<file path="src/rtl/spiart_spi_if.sv">
// -----------------------------------------------------------------------------
// spiart_spi_if
// Bundles the command-side request/response signals and the SPI pins of the
// byte-wide SPI master.
//   master modport : upstream command logic plus the external pin side.
//                    Drives cpol/cpha/divparam/spi_tx/spi_start and miso.
//                    Observes spi_busy/spi_rx/sclk/mosi.
//   slave modport  : the SPI master itself (spiart_spi).
// -----------------------------------------------------------------------------
interface spiart_spi_if;
  logic       cpol;
  logic       cpha;
  logic [7:0] divparam;
  logic [7:0] spi_tx;
  logic       spi_start;
  logic       spi_busy;
  logic [7:0] spi_rx;
  logic       sclk;
  logic       mosi;
  logic       miso;

  modport master (
    output cpol, cpha, divparam, spi_tx, spi_start, miso,
    input  spi_busy, spi_rx, sclk, mosi
  );

  modport slave (
    input  cpol, cpha, divparam, spi_tx, spi_start, miso,
    output spi_busy, spi_rx, sclk, mosi
  );
endinterface

</file>
<file path="src/rtl/spiart_spi.sv">
// -----------------------------------------------------------------------------
// spiart_spi
// Byte-wide SPI master executing single-byte transfers for the SPI-UART bridge.
// Ports:
//   clk   : system clock, rising edge
//   reset : asynchronous active-high reset
//   bus   : spiart_spi_if.slave
//           in  cpol, cpha, divparam[7:0], spi_tx[7:0], spi_start, miso
//           out spi_busy, spi_rx[7:0], sclk, mosi
// A transfer is 16 SCLK edge events plus one trailing half-period, so busy
// lasts exactly 17*D clk cycles (D = divparam, with 0 treated as 1).
// Build option:
//   SPIART_SPI_MISO_SYNC_EN defined   -> MISO passes a 2-flop synchronizer.
//   SPIART_SPI_MISO_SYNC_EN undefined -> MISO sampled directly at the event.
// -----------------------------------------------------------------------------
module spiart_spi (
  input  logic         clk,
  input  logic         reset,
  spiart_spi_if.slave  bus
);

  typedef enum logic [1:0] {
    IDLE = 2'd0,
    RUN  = 2'd1,
    TAIL = 2'd2
  } state_e;

  state_e     state_q, state_d;
  logic [7:0] cnt_q, cnt_d;
  logic [4:0] edge_q, edge_d;
  logic [7:0] shift_q, shift_d;
  logic [7:0] div_q, div_d;
  logic       cpol_q, cpol_d;
  logic       cpha_q, cpha_d;
  logic       busy_q, busy_d;
  logic [7:0] rx_q, rx_d;
  logic       sclk_q, sclk_d;
  logic       mosi_q, mosi_d;

  logic [7:0] div_eff_s;
  logic [4:0] edge_inc_s;
  logic       lead_s;
  logic       miso_s;

  // A zero divider would stall the counter, so it behaves as 1.
  assign div_eff_s  = (bus.divparam == 8'd0) ? 8'd1 : bus.divparam;
  assign edge_inc_s = edge_q + 5'd1;
  // Odd-numbered events are leading SCLK edges.
  assign lead_s     = edge_inc_s[0];

`ifdef SPIART_SPI_MISO_SYNC_EN
  logic miso_meta_q;
  logic miso_sync_q;

  // Two-flop synchronizer for the asynchronous MISO pin.
  always_ff @(posedge clk or posedge reset) begin
    if (reset) begin
      miso_meta_q <= 1'b0;
      miso_sync_q <= 1'b0;
    end else begin
      miso_meta_q <= bus.miso;
      miso_sync_q <= miso_meta_q;
    end
  end

  assign miso_s = miso_sync_q;
`else
  assign miso_s = bus.miso;
`endif

  // State and datapath registers.
  always_ff @(posedge clk or posedge reset) begin
    if (reset) begin
      state_q <= IDLE;
      cnt_q   <= 8'd0;
      edge_q  <= 5'd0;
      shift_q <= 8'h00;
      div_q   <= 8'd1;
      cpol_q  <= 1'b0;
      cpha_q  <= 1'b0;
      busy_q  <= 1'b0;
      rx_q    <= 8'h00;
      sclk_q  <= 1'b0;
      mosi_q  <= 1'b0;
    end else begin
      state_q <= state_d;
      cnt_q   <= cnt_d;
      edge_q  <= edge_d;
      shift_q <= shift_d;
      div_q   <= div_d;
      cpol_q  <= cpol_d;
      cpha_q  <= cpha_d;
      busy_q  <= busy_d;
      rx_q    <= rx_d;
      sclk_q  <= sclk_d;
      mosi_q  <= mosi_d;
    end
  end

  // Next-state and output logic of the transfer sequencer.
  always_comb begin
    state_d = state_q;
    cnt_d   = cnt_q;
    edge_d  = edge_q;
    shift_d = shift_q;
    div_d   = div_q;
    cpol_d  = cpol_q;
    cpha_d  = cpha_q;
    busy_d  = busy_q;
    rx_d    = rx_q;
    sclk_d  = sclk_q;
    mosi_d  = mosi_q;

    case (state_q)
      IDLE: begin
        sclk_d = bus.cpol;
        if (bus.spi_start) begin
          shift_d = bus.spi_tx;
          cpol_d  = bus.cpol;
          cpha_d  = bus.cpha;
          div_d   = div_eff_s;
          cnt_d   = div_eff_s;
          edge_d  = 5'd0;
          busy_d  = 1'b1;
          state_d = RUN;
          // Mode 0/2 must present the MSB before the first (sampling) edge.
          if (!bus.cpha) begin
            mosi_d = bus.spi_tx[7];
          end else begin
            mosi_d = mosi_q;
          end
        end else begin
          busy_d = 1'b0;
        end
      end

      RUN: begin
        if (cnt_q <= 8'd1) begin
          cnt_d  = div_q;
          edge_d = edge_inc_s;
          sclk_d = ~sclk_q;
          if (!cpha_q) begin
            if (lead_s) begin
              shift_d = {shift_q[6:0], miso_s};
            end else if (edge_inc_s != 5'd16) begin
              // Shift already moved the next bit to position 7 on the leading edge.
              mosi_d = shift_q[7];
            end else begin
              mosi_d = mosi_q;
            end
          end else begin
            if (lead_s) begin
              mosi_d = shift_q[7];
            end else begin
              shift_d = {shift_q[6:0], miso_s};
            end
          end
          // The reload above doubles as the timer for the trailing half-period.
          if (edge_inc_s == 5'd16) begin
            state_d = TAIL;
          end else begin
            state_d = RUN;
          end
        end else begin
          cnt_d = cnt_q - 8'd1;
        end
      end

      TAIL: begin
        sclk_d = cpol_q;
        if (cnt_q <= 8'd1) begin
          rx_d    = shift_q;
          busy_d  = 1'b0;
          state_d = IDLE;
        end else begin
          cnt_d = cnt_q - 8'd1;
        end
      end

      default: begin
        state_d = IDLE;
        busy_d  = 1'b0;
      end
    endcase
  end

  assign bus.spi_busy = busy_q;
  assign bus.spi_rx   = rx_q;
  assign bus.sclk     = sclk_q;
  assign bus.mosi     = mosi_q;

endmodule

</file>
<file path="src/flat_wrapper.sv">
// flat-port wrapper written by rule: the top's interface ports become plain ports
module spiart_spi_flat 
  (clk, reset, bus_cpol, bus_cpha, bus_divparam, bus_spi_tx, bus_spi_start, bus_miso, bus_spi_busy, bus_spi_rx, bus_sclk, bus_mosi);
  spiart_spi_if bus_i ();
  input  logic clk;
  input  logic reset;
  input wire logic [$bits(bus_i.cpol)-1:0] bus_cpol;
  input wire logic [$bits(bus_i.cpha)-1:0] bus_cpha;
  input wire logic [$bits(bus_i.divparam)-1:0] bus_divparam;
  input wire logic [$bits(bus_i.spi_tx)-1:0] bus_spi_tx;
  input wire logic [$bits(bus_i.spi_start)-1:0] bus_spi_start;
  input wire logic [$bits(bus_i.miso)-1:0] bus_miso;
  output wire logic [$bits(bus_i.spi_busy)-1:0] bus_spi_busy;
  output wire logic [$bits(bus_i.spi_rx)-1:0] bus_spi_rx;
  output wire logic [$bits(bus_i.sclk)-1:0] bus_sclk;
  output wire logic [$bits(bus_i.mosi)-1:0] bus_mosi;
  assign bus_i.cpol = bus_cpol;
  assign bus_i.cpha = bus_cpha;
  assign bus_i.divparam = bus_divparam;
  assign bus_i.spi_tx = bus_spi_tx;
  assign bus_i.spi_start = bus_spi_start;
  assign bus_i.miso = bus_miso;
  assign bus_spi_busy = bus_i.spi_busy;
  assign bus_spi_rx = bus_i.spi_rx;
  assign bus_sclk = bus_i.sclk;
  assign bus_mosi = bus_i.mosi;
  spiart_spi u_core (.clk(clk), .reset(reset), .bus(bus_i));
endmodule
</file>
<file path="config.mk">
export PLATFORM = sky130hd
export DESIGN_NAME = spiart_spi_flat
export DESIGN_NICKNAME = d
export VERILOG_FILES = /design/src/rtl/spiart_spi_if.sv /design/src/rtl/spiart_spi.sv /design/src/flat_wrapper.sv
export SDC_FILE = /design/constraint.sdc
export NUM_CORES = 1
export LEC_CHECK = 0
export CAP_MARGIN = 10
export CORE_MARGIN = 4
export CORE_UTILIZATION = 50
export DETAILED_ROUTE_END_ITERATION = 6
export PLACE_DENSITY = 0.76
export SLEW_MARGIN = 5
export SYNTH_ARGS = -nofsm -noshare
export SYNTH_HDL_FRONTEND = slang
export SYNTH_SLANG_ARGS = --single-unit
</file>
<file path="constraint.sdc">
create_clock -name clk -period 1.95 [get_ports clk]
set_input_delay 0.39 -clock clk [delete_from_list [all_inputs] [get_ports clk]]
set_output_delay 0.39 -clock clk [all_outputs]
set_load 0.05 [all_outputs]
</file>
# == Yosys cells after proc, flatten, opt, wreduce, memory -nomap -nowiden ==
# Index checks and enable logic that the tools add are counted.
# classes
n_bitwise,2
muxes,32
eq_ne,14
addsub,2
n_reduce_logical,13
order_cmp,1
# ops
cell,count
8-bit 2-to-1 mux,9
8-bit case mux with 3 select lines,1
8-bit case mux with 2 select lines,1
1-bit 2-to-1 mux,10
5-bit 2-to-1 mux,2
5-bit case mux with 2 select lines,1
3-bit AND reduction,3
"8-bit by 1-bit <= comparator with 1-bit output, second input constant",1
8-bit logical NOT,1
2-bit 2-to-1 mux,4
2-bit AND reduction,4
"8-bit by 1-bit subtractor with 8-bit output, second input constant",1
7-bit AND reduction,1
"2-bit inequality test, second input constant",3
"3-bit by 1-bit inequality test with 1-bit output, second input constant",2
"3-bit inequality test, second input constant",2
1-bit case mux with 3 select lines,2
2-bit case mux with 3 select lines,1
"5-bit by 1-bit adder with 5-bit output, second input constant",1
"5-bit == test, second input constant",1
"5-bit inequality test, second input constant",1
5-bit AND reduction,1
"2-bit by 1-bit inequality test with 1-bit output, second input constant",2
"3-bit by 2-bit inequality test with 1-bit output, second input constant",1
7 further kinds,8
# word_totals
input_bits,22
wordCells,75
ff_bits,44
output_inout_bits,11

# == Longest topological paths before layout ==
# Gate-level depths: netlist of the first run.
# logic_depth
depth_word,7
mapped_depth,9
mapped_depth_nobuf,7

# == Worst setup path after synthesis of the first run ==
# No wires, ideal clock.
# synth_path
path_type,flip-flop to flip-flop
startpoint,register u_core.cnt_q[0]
endpoint,register u_core.shift_q[0]
arrival_ns,1.877
t_required_ns,1.825
path_stages_with_launch,10
setup_slack_ns,-0.052
setup_ns,0.125
n_path_buf,2
period_less_slack_ns,2.002
cell_sequence,dfrtp_1 > inv_1 > ha_1 > or2_0 > clkbuf_1 > and3_4 > nand2_1 > a21o_1 > buf_6 > mux2_4
# synth_via
elab_chain_cells,3
# synth_lines
item,line_no,source
start: declaration,spiart_spi.sv:29,"logic [7:0] cnt_q, cnt_d;"
start signal: assignment,spiart_spi.sv:87,cnt_q <= cnt_d;
8-bit by 1-bit <= comparator with 1-bit output,spiart_spi.sv:138,if (cnt_q <= 8'd1) begin
2-bit by 1-bit inequality test with 1-bit output (no source line),n/a,
5-bit AND reduction (no source line),n/a,
end signal: assignment,spiart_spi.sv:89,shift_q <= shift_d;
end: declaration,spiart_spi.sv:31,"logic [7:0] shift_q, shift_d;"
# No other way between the ends.
# A chain may end at the register's enable or synchronous reset.

# == Worst setup path in the final report of the first run ==
# layout_path
startpoint,register u_core.cnt_q[4]
endpoint,register u_core.cnt_q[6]
# layout_via
elab_chain_cells,3
elab_cells_between_ends,7
classes_between,add/sub: 1; order compare: 1; eq/ne: 1; mux: 3; reduce/logical: 1
# layout_lines
item,line_no,source
8-bit by 1-bit subtractor with 8-bit output or 8-bit by 1-bit <= comparator with 1-bit output (tied branches),n/a,
8-bit 2-to-1 mux (tied with other cells),spiart_spi.sv:171,if (cnt_q <= 8'd1) begin
8-bit case mux with 3 select lines or 3-bit AND reduction (tied branches),n/a,
# Several ways; a longest one is shown, not always the timed one. The select of a mux whose other input is x is not followed.

==> results of run 1 <==
-- flip-flops by register name (all words and copies together), names as in the netlist --
signal,cells
u_core.bus.mosi,1
u_core.bus.sclk,1
u_core.bus.spi_busy,1
u_core.bus.spi_rx,8
u_core.cnt_q,8
u_core.cpha_q,1
u_core.cpol_q,1
u_core.div_q,8
u_core.edge_q,5
u_core.shift_q,8
u_core.state_q,2
-- repair_timing --
action	CTS	global route
pin swaps	1	5
setup buffers	2	6
gates cloned	0	0
endpoints found under the setup margin	11	23
resized for setup	3	10
-- layer usage --
metal  wire length (microns)  vias up
li1                        -     1069
met1                    2836     1121
met2                    3079       66
met3                     285       12
met4                     117        0
met5                       0        -
-- metrics by stage --
step / std cells / total power [mW] / setup TNS, ns
2_1_floorplan: 256 / 3.236 / 0
3_3_place_gp: 375 / 4.122 / 0
3_5_place_dp: 375 / 4.197 / -0.1891
4_1_cts: 385 / 4.951 / 0
5_1_grt: 391 / 5.469 / -0.1670
6_report: 391 / 5.128 / 0
-- layout by cell type, fill, tap and decap left out, types with 5 or more instances in the layout --
cell type / count
sky130_fd_sc_hd__a21oi_1: 14
sky130_fd_sc_hd__nand2_1: 22
sky130_fd_sc_hd__nand3_1: 7
sky130_fd_sc_hd__clkbuf_8: 5
sky130_fd_sc_hd__a31oi_1: 5
sky130_fd_sc_hd__buf_12: 5
sky130_fd_sc_hd__inv_1: 8
sky130_fd_sc_hd__clkdlybuf4s50_1: 30
sky130_fd_sc_hd__mux2_4: 8
sky130_fd_sc_hd__o21ai_0: 18
sky130_fd_sc_hd__mux2_2: 26
sky130_fd_sc_hd__buf_4: 38
sky130_fd_sc_hd__nor2_1: 18
sky130_fd_sc_hd__dfrtp_1: 43
-- report_power, final --
group,internal (mW),leakage [nW],switching [mW],total (mW)
sequential,1.26,0.550,0.282,1.54
combinational,1.52,0.873,1.36,2.88
clock,0.379,0.0541,0.322,0.701
-- tightest hold or removal path: stages --
cell and delay [ns]:
sky130_fd_sc_hd__clkdlybuf4s50_1 0.40, sky130_fd_sc_hd__clkinv_1 0.07, sky130_fd_sc_hd__buf_12 0.24
-- path summary, 6_finish.rpt --
path,slack (ns),cells after the start,endpoint
worst max-delay path,0.04,5,u_core.cnt_q[6]
min in group clk,0.49,2,u_core.div_q[0]
worst min-delay path,0.43,3,u_core.div_q[1]
worst min register to register,0.49,2,u_core.div_q[0]
max in group asynchronous,1.26,3,u_core.div_q[0]
worst max register to register,0.04,5,u_core.cnt_q[6]
-- layout make-up --
| type | count | area, sq um | area share |
|---|---|---|---|
| multi-input cells | 188 | 1393 | 0.4071 |
| inverters | 11 | 45.04 | 0.01317 |
| clock buffers | 5 | 68.82 | 0.02012 |
| well taps | 67 | 83.83 | 0.02451 |
| clock inverters | 3 | 42.54 | 0.01244 |
| repair buffers | 73 | 685.7 | 0.2004 |
| flip-flops and latches | 44 | 1102 | 0.3222 |
-- kinds of logic after synthesis --
logic type	count (synthesis)	share of synthesized area
compound gates	67	0.1659
fa+ha+maj	8	0.03893
buf+inv	24	0.04136
mux	36	0.1684
flops	44	0.4287
xor+xnor	1	0.003407
simple gates	76	0.1533
==> out/results.env, run 1 <==
SYNTHESIS.YOSYS.WARNINGS=0
GRT_PASS1_WL_MICRONS=10840
CTS.SINKS=44
MIN_PERIOD_OVER_PERIOD=0.9817
DRT_PRE_ANTENNA_ITERS=4
AREA_GROWTH_SYN_TO_LAYOUT_PCT=33.04
DELAY_CONTRIBUTED_BY_THE_SLOWEST_STAGE_OF_THE_CRITICAL_PATH_NS=0.43
GRT_SETUP_UNREPAIRED='yes'
FIN_WORST_HOLD_SLACK_NS=0.4289
POST_DP_CELL_AREA_SQ_MM=0.003218
POST-ROUTE-DRC-COUNT=0
TIGHTESTPINTRANSITION_NS=0.4973
CLOCK_LATENCY_NS=0.29
SYN_NETS=286
CRITICAL_PATH.MOST_COMMON_CELL='sky130_fd_sc_hd__or3_1'
TIMING.SETUP.CRITICAL_PATH_CLASS='register to register'
SYNTH_AREA_LEADER_CELL='sky130_fd_sc_hd__dfrtp_1'
DIE-AREA_SQ_MM=0.006354
MAXSLEWVIOLCOUNT=0
STATUS='finished, final reports clean'
MOST_FREQUENT_CELL_AFTER_SYNTHESIS='sky130_fd_sc_hd__dfrtp_1'
CTS_ROOT_BUF='sky130_fd_sc_hd__clkbuf_8'
CTS-ROOT-TO-SINK-BUFFERS=2
FINISH.UTILIZATION=0.7055
VIAS_IN_THE_FIRST_GLOBAL_ROUTE=2335
CTS_HOLD_BUF=0
DIE_W_MICRONS=79.71
GP_CONGESTION=0.8844
YOSYS-TOP-CELLS-COUNT='sky130_fd_sc_hd__dfrtp_1 (43), sky130_fd_sc_hd__mux2_2 (26), sky130_fd_sc_hd__nand2_1 (22)'
FP.DIEH_MICRONS=79.71
FIN_WORST_SKEW_NS=0.003577
GRT_MOST_USED_LAYER='met2'
DP_HPWL_MICRONS=4500
POWER_DENSITY_mW_PER_MM2=1499
HOLD_VIOL=0
SYN_AVG_CELL_AREA_SQ_UM=10.04
SYN-INSTANCE-COUNT=256
N_ANTENNA_CELL=0
SLOWEST_STAGE='sky130_fd_sc_hd__or3_1'
FINAL_PERIOD_MINUS_WORST_SETUP_SLACK_NS=1.914
DR_TOTAL_VIAS=2268
NUM_IO_PINS=33
N_FILL_CELL=344
MAX-CAP-VIOLATIONS=0
GRT_START_MAX_NET_PINS=45
STARTPOINT_KIND_OF_THE_WORST_SETUP_TIMING_PATH='register'
NUMPORTBUFFERS=32
YOSYS.AREA.TOP_TYPE_SHARE=0.4185
TIMING.CRITICAL_PATH.MAX_DELAY_FAMILY='simple AND/OR/NAND/NOR gates'
SYNTHFLOPTYPE='sky130_fd_sc_hd__dfrtp_1'
GRTUSAGEMET1=0.2908
AVGROUTEDWIREPERCELL_MICRONS=16.16
GLOBAL_ROUTE.USAGE.MET3=0.03725
SYNTH-SEQ-CELLS=44
INITIAL_CORE_UTIL=0.5303
NNETSFINAL=353
ROUTE.ANTENNA.REMAINING_NETS=0
CRIT_START='u_core.cnt_q[4]'
WORSTHOLDPATHTYPE='input pin to async pin'
FINAL_CELL_AREA_SQ_MM=0.003421
FINAL.SETUP.WORST_SLACK_NS=0.03567
GRT_OVERFLOW=0
MAX_FREQ_MHz=522.4
CLK_PIN_SLEW_WORST_PATHS_NS=0.09
RELSLEWSLACK=0.6674
POST_ROUTE_CELLS_DRIVE_ABOVE_1_SHARE=0.3117
CRITICAL_PATH.CELL_CHAIN='buf_4 > or3_1 > or3_1 > o311ai_1 > a22o_1'
ROUTED_VIA_DENSITY=5.801
MAXIMUM_FANOUT_ALONG_THE_WORST_PATH=4
SETUP-VIOLATIONS-FINAL=0
TIMING.CRITICAL_PATH.TO_TYPE='register'
HTREEDEPTH=2
TOTAL_LEAKAGE_POWER_nW=1.476
FP-ROW-COUNT=25
CORE_AREA_SQ_MM=0.004848
GRT_ANTENNA_BEFORE_REPAIR=0
CTS_TREE='yes'
GLOBAL_ROUTE.USAGE.MET2=0.3406
ARRIVAL_NS=2.15
SYNTH-EDFF-COUNT=0
POSTSYNTH.ASYNCRESETSHARE=1.000
CTS_BUFFERS=5
SYNTH_SEQ_AREA_SHARE=0.4287
POSTROUTEWIRELENGTH_MICRONS=6319
TIMING.CRITICAL_PATH.REQUIRED_NS=2.19
PLACE_WORST_SETUP_SLACK_NS=-0.08981
CP.BUFFERS_INVERTERS=1
SYNTH.TOP_CELLS.BY_AREA='sky130_fd_sc_hd__dfrtp_1 (42%), sky130_fd_sc_hd__mux2_2 (11%), sky130_fd_sc_hd__mux2_4 (4.7%)'
DETAIL_ROUTE.ITER0.VIOLATIONS=188
RR_STARTPOINT='u_core.cnt_q[4]'
GRT_USAGE=0.2156
YOSYS.CELL_TYPES.COUNT=48
SYNTH.CELL_AREA_SQ_MM=0.002571
VDD_DROP_MAX_V=0.0007275
No activity file was read; power rests on OpenSTA's default activity.
==> run 2, diff against run 1 <==
--- a/config.mk
+++ b/config.mk
@@ -10,6 +10,7 @@
 export CORE_UTILIZATION = 50
 export DETAILED_ROUTE_END_ITERATION = 6
 export PLACE_DENSITY = 0.76
+export SKIP_LAST_GASP = 1
 export SLEW_MARGIN = 5
 export SYNTH_ARGS = -nofsm -noshare
 export SYNTH_HDL_FRONTEND = slang
==> out/results.env, run 2 (same netlist as run 1, synthesis figures left out) <==
POWER_REPORT.INTERNAL_TOTAL_mW=3.161  # about the same
DP_HPWL_MICRONS=4500  # unchanged
HOLD_VIOL=0  # unchanged
TIMING.CRITICAL_PATH.MAX_DELAY_FAMILY='simple AND/OR/NAND/NOR gates'
CLK_PIN_SLEW_WORST_PATHS_NS=0.09  # about the same
AREA_GROWTH_SYN_TO_LAYOUT_PCT=33.04  # unchanged
AVGROUTEDWIREPERCELL_MICRONS=16.19  # +0.16%
DELAY_CONTRIBUTED_BY_THE_SLOWEST_STAGE_OF_THE_CRITICAL_PATH_NS=0.43  # about the same
DETAIL_ROUTE.ITER0.VIOLATIONS=192  # +2.1%
TIMING.CRITICAL_PATH.TO_TYPE='register'
CTS-ROOT-TO-SINK-BUFFERS=2  # unchanged
MAX-CAP-VIOLATIONS=0  # unchanged
ROUTE.ANTENNA.REMAINING_NETS=0  # unchanged
DIE-AREA_SQ_MM=0.006354  # unchanged
TIMING.CRITICAL_PATH.REQUIRED_NS=2.19  # about the same
FINAL_PERIOD_MINUS_WORST_SETUP_SLACK_NS=1.914  # -0.0001604 ns
POST-ROUTE-DRC-COUNT=0  # unchanged
VIAS_IN_THE_FIRST_GLOBAL_ROUTE=2335  # unchanged
RR_ENDPOINT='u_core.cnt_q[6]'
STATUS='finished, final reports clean'
GP_CONGESTION=0.8844  # unchanged
TOTAL_LEAKAGE_POWER_nW=1.476  # about the same
NNETSFINAL=353  # unchanged
WORSTHOLDPATHTYPE='input pin to async pin'
MAXIMUM_FANOUT_ALONG_THE_WORST_PATH=4  # unchanged
CTS_ROOT_BUF='sky130_fd_sc_hd__clkbuf_8'
GRT_PASS1_WL_MICRONS=10840  # unchanged
DIE_W_MICRONS=79.71  # unchanged
LAYOUT.CELLS.MOST_COMMON='sky130_fd_sc_hd__dfrtp_1'
POWER_DENSITY_mW_PER_MM2=1499  # about the same
ROUTED_VIA_DENSITY=5.811  # +0.18%
FINISH.CELL_COUNT_WITHOUT_FILLERS=391  # unchanged
NUM_IO_PINS=33  # unchanged
PWR-SHARE-SEQ=0.301  # about the same
INITIAL_CORE_UTIL=0.5303  # unchanged
DRT_PRE_ANTENNA_ITERS=4  # unchanged
FINAL_CELL_MIX='sky130_fd_sc_hd__dfrtp_1 (43), sky130_fd_sc_hd__buf_4 (38), sky130_fd_sc_hd__clkdlybuf4s50_1 (30), sky130_fd_sc_hd__mux2_2 (26), sky130_fd_sc_hd__nand2_1 (22)'
HTREEDEPTH=2  # unchanged
FIN_WORST_SKEW_NS=0.005560  # +0.001983 ns
FP.DIEH_MICRONS=79.71  # unchanged
MAXSLEWVIOLCOUNT=0  # unchanged
POWER_SWITCHING_SHARE=0.3836  # about the same
RR_STARTPOINT='u_core.cnt_q[4]'
SETUP-VIOLATIONS-FINAL=0  # unchanged
GRT_USAGE=0.2156  # unchanged
FF_TO_FF_PATH_DEPTH=5  # unchanged
FIN_WORST_HOLD_SLACK_NS=0.4279  # -0.0009860 ns
CLOCK_LATENCY_NS=0.30  # about the same
ARRIVAL_NS=2.15  # about the same
N_FILL_CELL=344  # unchanged
SLOWEST_STAGE='sky130_fd_sc_hd__or3_1'
TIGHTESTPINTRANSITION_NS=0.4973  # unchanged
SHARE_OF_TOTAL_POWER_IN_COMBINATIONAL_LOGIC=0.562  # about the same
CORE_AREA_SQ_MM=0.004848  # unchanged
N_ANTENNA_CELL=0  # unchanged
MAX_FREQ_MHz=522.4  # about the same
NUMPORTBUFFERS=32  # unchanged
MIN_PERIOD_OVER_PERIOD=0.9816  # about the same
POST_ROUTE_CELLS_DRIVE_ABOVE_1_SHARE=0.3117  # unchanged
CTS_TREE='yes'
REG2REG_SETUP_SLACK_NS=0.04  # about the same
GRT_START_MAX_NET_PINS=45  # unchanged
POWER.SHARE.CLOCK=0.137  # about the same
GRT_OVERFLOW=0  # unchanged
POSTROUTEWIRELENGTH_MICRONS=6329  # +0.16%
CTS_BUFFERS=5  # unchanged
RELSLEWSLACK=0.6674  # unchanged
GRT_SETUP_UNREPAIRED='yes'
CP.BUFFERS_INVERTERS=1  # unchanged
POWER.NET_SWITCHING_mW=1.967  # about the same
DR_TOTAL_VIAS=2272  # +0.18%
FP-ROW-COUNT=25  # unchanged
CTS.SINKS=44  # unchanged
STARTPOINT_KIND_OF_THE_WORST_SETUP_TIMING_PATH='register'
CRITICAL_PATH.MOST_COMMON_CELL='sky130_fd_sc_hd__or3_1'
TIMING.SETUP.CRITICAL_PATH_CLASS='register to register'
CTS_HOLD_BUF=0  # unchanged
GRT_ANTENNA_BEFORE_REPAIR=0  # unchanged
DP_CELLS=375  # unchanged
CRITICAL_PATH.CELL_CHAIN='buf_4 > or3_1 > or3_1 > o311ai_1 > a22o_1'
VDD_DROP_MAX_V=0.0007267  # -0.11%
[run 2: cell count changes in the layout (fill, tap and decap cells not counted)]
cell	change
sky130_fd_sc_hd__o21ai_1	-1
sky130_fd_sc_hd__o21ai_0	+1
[run 2: metal layers]
layer  wire (microns)  vias to the layer above  share of wire  GRT usage
met5                0                        -              0          0
met4              117                        0          0.018    0.09278
met3              287                       12          0.045    0.03725
met2             3089                       72           0.49     0.3406
met1             2834                     1121           0.45     0.2908
li1                 -                     1067              -          -
[run 2: area by class of cell]
cell class	instances	area, sq um	share of cell area
clock buffers	5	68.82	0.02012
clock inverters	3	42.54	0.01244
inverters	11	45.04	0.01317
multi-input cells	188	1393	0.4071
flip-flops and latches	44	1102	0.3222
well taps	67	83.83	0.02451
repair buffers	73	685.7	0.2004
[run 2: what timing repair did]
item	CTS	global route
buffers inserted	2	6
resized for setup	3	9
setup endpoints to repair	11	23
pin swaps	1	5
[run 2: through the flow]
| stage | util | setup TNS [ns] | power (mW) | area [sq um] | worst slack, ns |
|---|---|---|---|---|---|
| finish | 0.7055 | 0 | 5.128 | 3421 | 0.03583 |
| global route | 0.7055 | -0.1962 | 5.467 | 3421 | -0.04727 |
| CTS | 0.6898 | 0 | 4.951 | 3344 | 0.01143 |
| detailed placement | 0.6637 | -0.1891 | 4.197 | 3218 | -0.08981 |
| global placement | 0.6637 | 0 | 4.122 | 3218 | 0.02445 |
| floorplan | - | 0 | 3.236 | 2575 | 0.01098 |
[run 2: how the worst max path moves through the flow]
stage / startpoint / end / depth (start not counted)
after global placement: u_core.cnt_q[0] / u_core.cnt_q[4] / 8
after detailed placement: u_core.cnt_q[0] / u_core.cnt_q[4] / 8
final: u_core.cnt_q[4] / u_core.cnt_q[6] / 5
after floorplan: u_core.state_q[0] / u_core.cnt_q[5] / 9
after CTS: u_core.cnt_q[0] / u_core.cnt_q[4] / 8
after global routing: u_core.state_q[1] / u_core.cnt_q[4] / 8
[run 2: power groups by stage]
stage / clock, mW / sequential, mW / combinational, mW
3_5_place_dp: 0 / 1.55 / 2.65
3_3_place_gp: 0 / 1.54 / 2.58
4_1_cts: 0.721 / 1.53 / 2.70
5_1_grt: 0.752 / 1.58 / 3.13
2_1_floorplan: 0 / 1.60 / 1.64
6_report: 0.702 / 1.54 / 2.88
[run 2: worst min-delay path, delay by kind of cell]
kind                   cells  cell delay [ns]
buffers and inverters      3             0.71
==> run 3, diff against run 2 <==
--- a/config.mk
+++ b/config.mk
@@ -7,9 +7,8 @@
 export LEC_CHECK = 0
 export CAP_MARGIN = 10
 export CORE_MARGIN = 4
-export CORE_UTILIZATION = 50
+export CORE_UTILIZATION = 40
 export DETAILED_ROUTE_END_ITERATION = 6
-export PLACE_DENSITY = 0.76
 export SKIP_LAST_GASP = 1
 export SLEW_MARGIN = 5
 export SYNTH_ARGS = -nofsm -noshare
==> out/results.env, run 3 (same netlist as run 1, synthesis figures left out) <==
STATUS='finished, final reports clean'
DELAY_CONTRIBUTED_BY_THE_SLOWEST_STAGE_OF_THE_CRITICAL_PATH_NS=0.44  # about the same
WORSTHOLDPATHTYPE='input pin to async pin'
POSTROUTEWIRELENGTH_MICRONS=6233  # -1.5%
FINAL_PERIOD_MINUS_WORST_SETUP_SLACK_NS=1.892  # -0.02210 ns
POWER_DENSITY_mW_PER_MM2=1480  # -1.3%
TIMING.CRITICAL_PATH.REQUIRED_NS=2.14  # -0.05 ns
GRT_USAGE=0.1785  # -0.03718
FINISH.UTILIZATION=0.5535  # -0.1521
DP_HPWL_MICRONS=4500  # about the same
HTREEDEPTH=2  # unchanged
SETUP-VIOLATIONS-FINAL=0  # unchanged
HOLD_VIOL=0  # unchanged
POST-ROUTE-DRC-COUNT=0  # unchanged
REGISTER_AREA_SQ_MM=0.001102  # unchanged
AREA_GROWTH_SYN_TO_LAYOUT_PCT=30.46
MULTI_INPUT_GATE_AREA_IN_THE_FINAL_LAYOUT_SQ_MM=0.001390  # -0.18%
PLACE_WORST_SETUP_SLACK_NS=-0.01069  # +0.07912 ns
FINAL.SETUP.TNS_NS=0  # unchanged
FIN_WORST_SKEW_NS=0.01393  # +0.008367 ns
FINAL.SETUP.WORST_SLACK_NS=0.05793  # +0.02210 ns
DETAIL_ROUTE.ITER0.VIOLATIONS=216  # +13%
DR_TOTAL_VIAS=2155  # -5.1%
NUMPORTBUFFERS=32  # unchanged
TIMING.SETUP.CRITICAL_PATH_CLASS='register to register'
FIN_WORST_HOLD_SLACK_NS=0.4268  # -0.001093 ns
TOTAL_LEAKAGE_POWER_nW=1.437  # -2.7%
DIE_W_MICRONS=88.18  # +11%
ARRIVAL_NS=2.08  # -0.07 ns
INITIAL_CORE_UTIL=0.4242  # -0.1061
ROUTED_VIA_DENSITY=5.512  # -5.1%
STARTPOINT_KIND_OF_THE_WORST_SETUP_TIMING_PATH='register'
CTS_TREE='yes'
SLOWEST_STAGE='sky130_fd_sc_hd__dfrtp_1'
AVGROUTEDWIREPERCELL_MICRONS=15.94  # -1.5%
CP.BUFFERS_INVERTERS=1  # unchanged
TIMING.CRITICAL_PATH.MAX_DELAY_FAMILY='simple AND/OR/NAND/NOR gates'
CTS-ROOT-TO-SINK-BUFFERS=2  # unchanged
N_ANTENNA_CELL=0  # unchanged
RELSLEWSLACK=0.6658  # -0.001602
MAXIMUM_FANOUT_ALONG_THE_WORST_PATH=8  # +4
FP-ROW-COUNT=28  # +12%
ROUTE.ANTENNA.REMAINING_NETS=0  # unchanged
FINAL_CELL_MIX='sky130_fd_sc_hd__dfrtp_1 (43), sky130_fd_sc_hd__clkdlybuf4s50_1 (31), sky130_fd_sc_hd__buf_4 (30), sky130_fd_sc_hd__mux2_2 (26), sky130_fd_sc_hd__nand2_1 (21)'
MIN_PERIOD_OVER_PERIOD=0.9703  # -0.01133
VIAS_IN_THE_FIRST_GLOBAL_ROUTE=2133  # -8.7%
N_FILL_CELL=562  # +63%
FINAL_CELL_AREA_SQ_MM=0.003354  # -1.9%
CLK_PIN_SLEW_WORST_PATHS_NS=0.09  # about the same
DRT_PRE_ANTENNA_ITERS=5  # +1
CTS_HOLD_BUF=0  # unchanged
MAX-CAP-VIOLATIONS=0  # unchanged
GRT_OVERFLOW=0  # unchanged
CTS.SINKS=44  # unchanged
FINALPOWER_mW=4.964  # -3.2%
NUM_IO_PINS=33  # unchanged
GRT_SETUP_UNREPAIRED='yes'
TIGHTESTPINTRANSITION_NS=0.4997  # +0.002395 ns
DP_CELLS=380  # +1.3%
GRT_PASS1_WL_MICRONS=10780  # -0.51%
NNETSFINAL=345  # -2.3%
GP_CONGESTION=0.8533  # -3.5%
CTS_BUFFERS=5  # unchanged
MAX_FREQ_MHz=528.5  # +1.2%
FP.DIEH_MICRONS=88.18  # +11%
CLOCK_LATENCY_NS=0.31  # about the same
CTS_ROOT_BUF='sky130_fd_sc_hd__clkbuf_8'
MAXSLEWVIOLCOUNT=0  # unchanged
LAYOUT.CELLS.MOST_COMMON='sky130_fd_sc_hd__dfrtp_1'
TIMING.CRITICAL_PATH.TO_TYPE='register'
DIE-AREA_SQ_MM=0.007775  # +22%
GRT_ANTENNA_BEFORE_REPAIR=0  # unchanged
CRITICAL_PATH.CELL_CHAIN='nor4_4 > and3_4 > nand2_1 > a21o_1 > buf_12 > mux2_4'
VDD_DROP_MAX_V=0.0008415  # +16%
GRT_START_MAX_NET_PINS=45  # unchanged
POST_ROUTE_CELLS_DRIVE_ABOVE_1_SHARE=0.2911  # -0.02059
FINISH.CELL_COUNT_WITHOUT_FILLERS=391  # unchanged
CORE_AREA_SQ_MM=0.006061  # +25%
POST_DP_CELL_AREA_SQ_MM=0.003196  # -0.70%
## run 3: where the power goes
part | internal, mW | switching, mW | leakage [nW]
Clock | 0.379 | 0.333 | 0.0541
Combinational | 1.41 | 1.28 | 0.833
Sequential | 1.26 | 0.297 | 0.550
## run 3: per-layer routing
layer	share of wire	GRT usage	vias up
li1	-	-	1055
met3	0.057	0.04233	5
met5	0	0	-
met2	0.45	0.2624	57
met1	0.48	0.2618	1038
met4	0.010	0.04945	0
## run 3: tightest hold or removal path, cell delays in order
cell	delay (ns)
sky130_fd_sc_hd__clkdlybuf4s50_1	0.41
sky130_fd_sc_hd__inv_2	0.07
sky130_fd_sc_hd__buf_12	0.24
## run 3: cell type report
type / count / share of cell area
Timing Repair Buffer: 65 / 0.1835
Multi-Input combinational cell: 188 / 0.4144
Inverter: 11 / 0.01231
Clock inverter: 3 / 0.01268
Sequential cell: 44 / 0.3286
Clock buffer: 5 / 0.02051
Tap cell: 75 / 0.02797
## run 3: what timing repair did
action                                  4_1_cts  5_1_grt
pin swaps                                     0        7
endpoints found under the setup margin        2       18
buffers inserted                              1        2
resized for setup                             0       10
endpoints found under the hold margin         0        0
## run 3: path summary, 6_finish.rpt
| path | cells after the start | endpoint | startpoint | slack (ns) |
|---|---|---|---|---|
| setup / recovery | 6 | u_core.shift_q[4] | u_core.cnt_q[6] | 0.06 |
| min in group clk | 2 | u_core.div_q[0] | u_core.div_q[0] | 0.51 |
| setup reg to reg | 6 | u_core.shift_q[4] | u_core.cnt_q[6] | 0.06 |
| hold / removal | 3 | u_core.bus.spi_rx[0] | reset | 0.43 |
| hold reg to reg | 2 | u_core.div_q[0] | u_core.div_q[0] | 0.51 |
| max in group asynchronous | 3 | u_core.div_q[0] | reset | 1.24 |
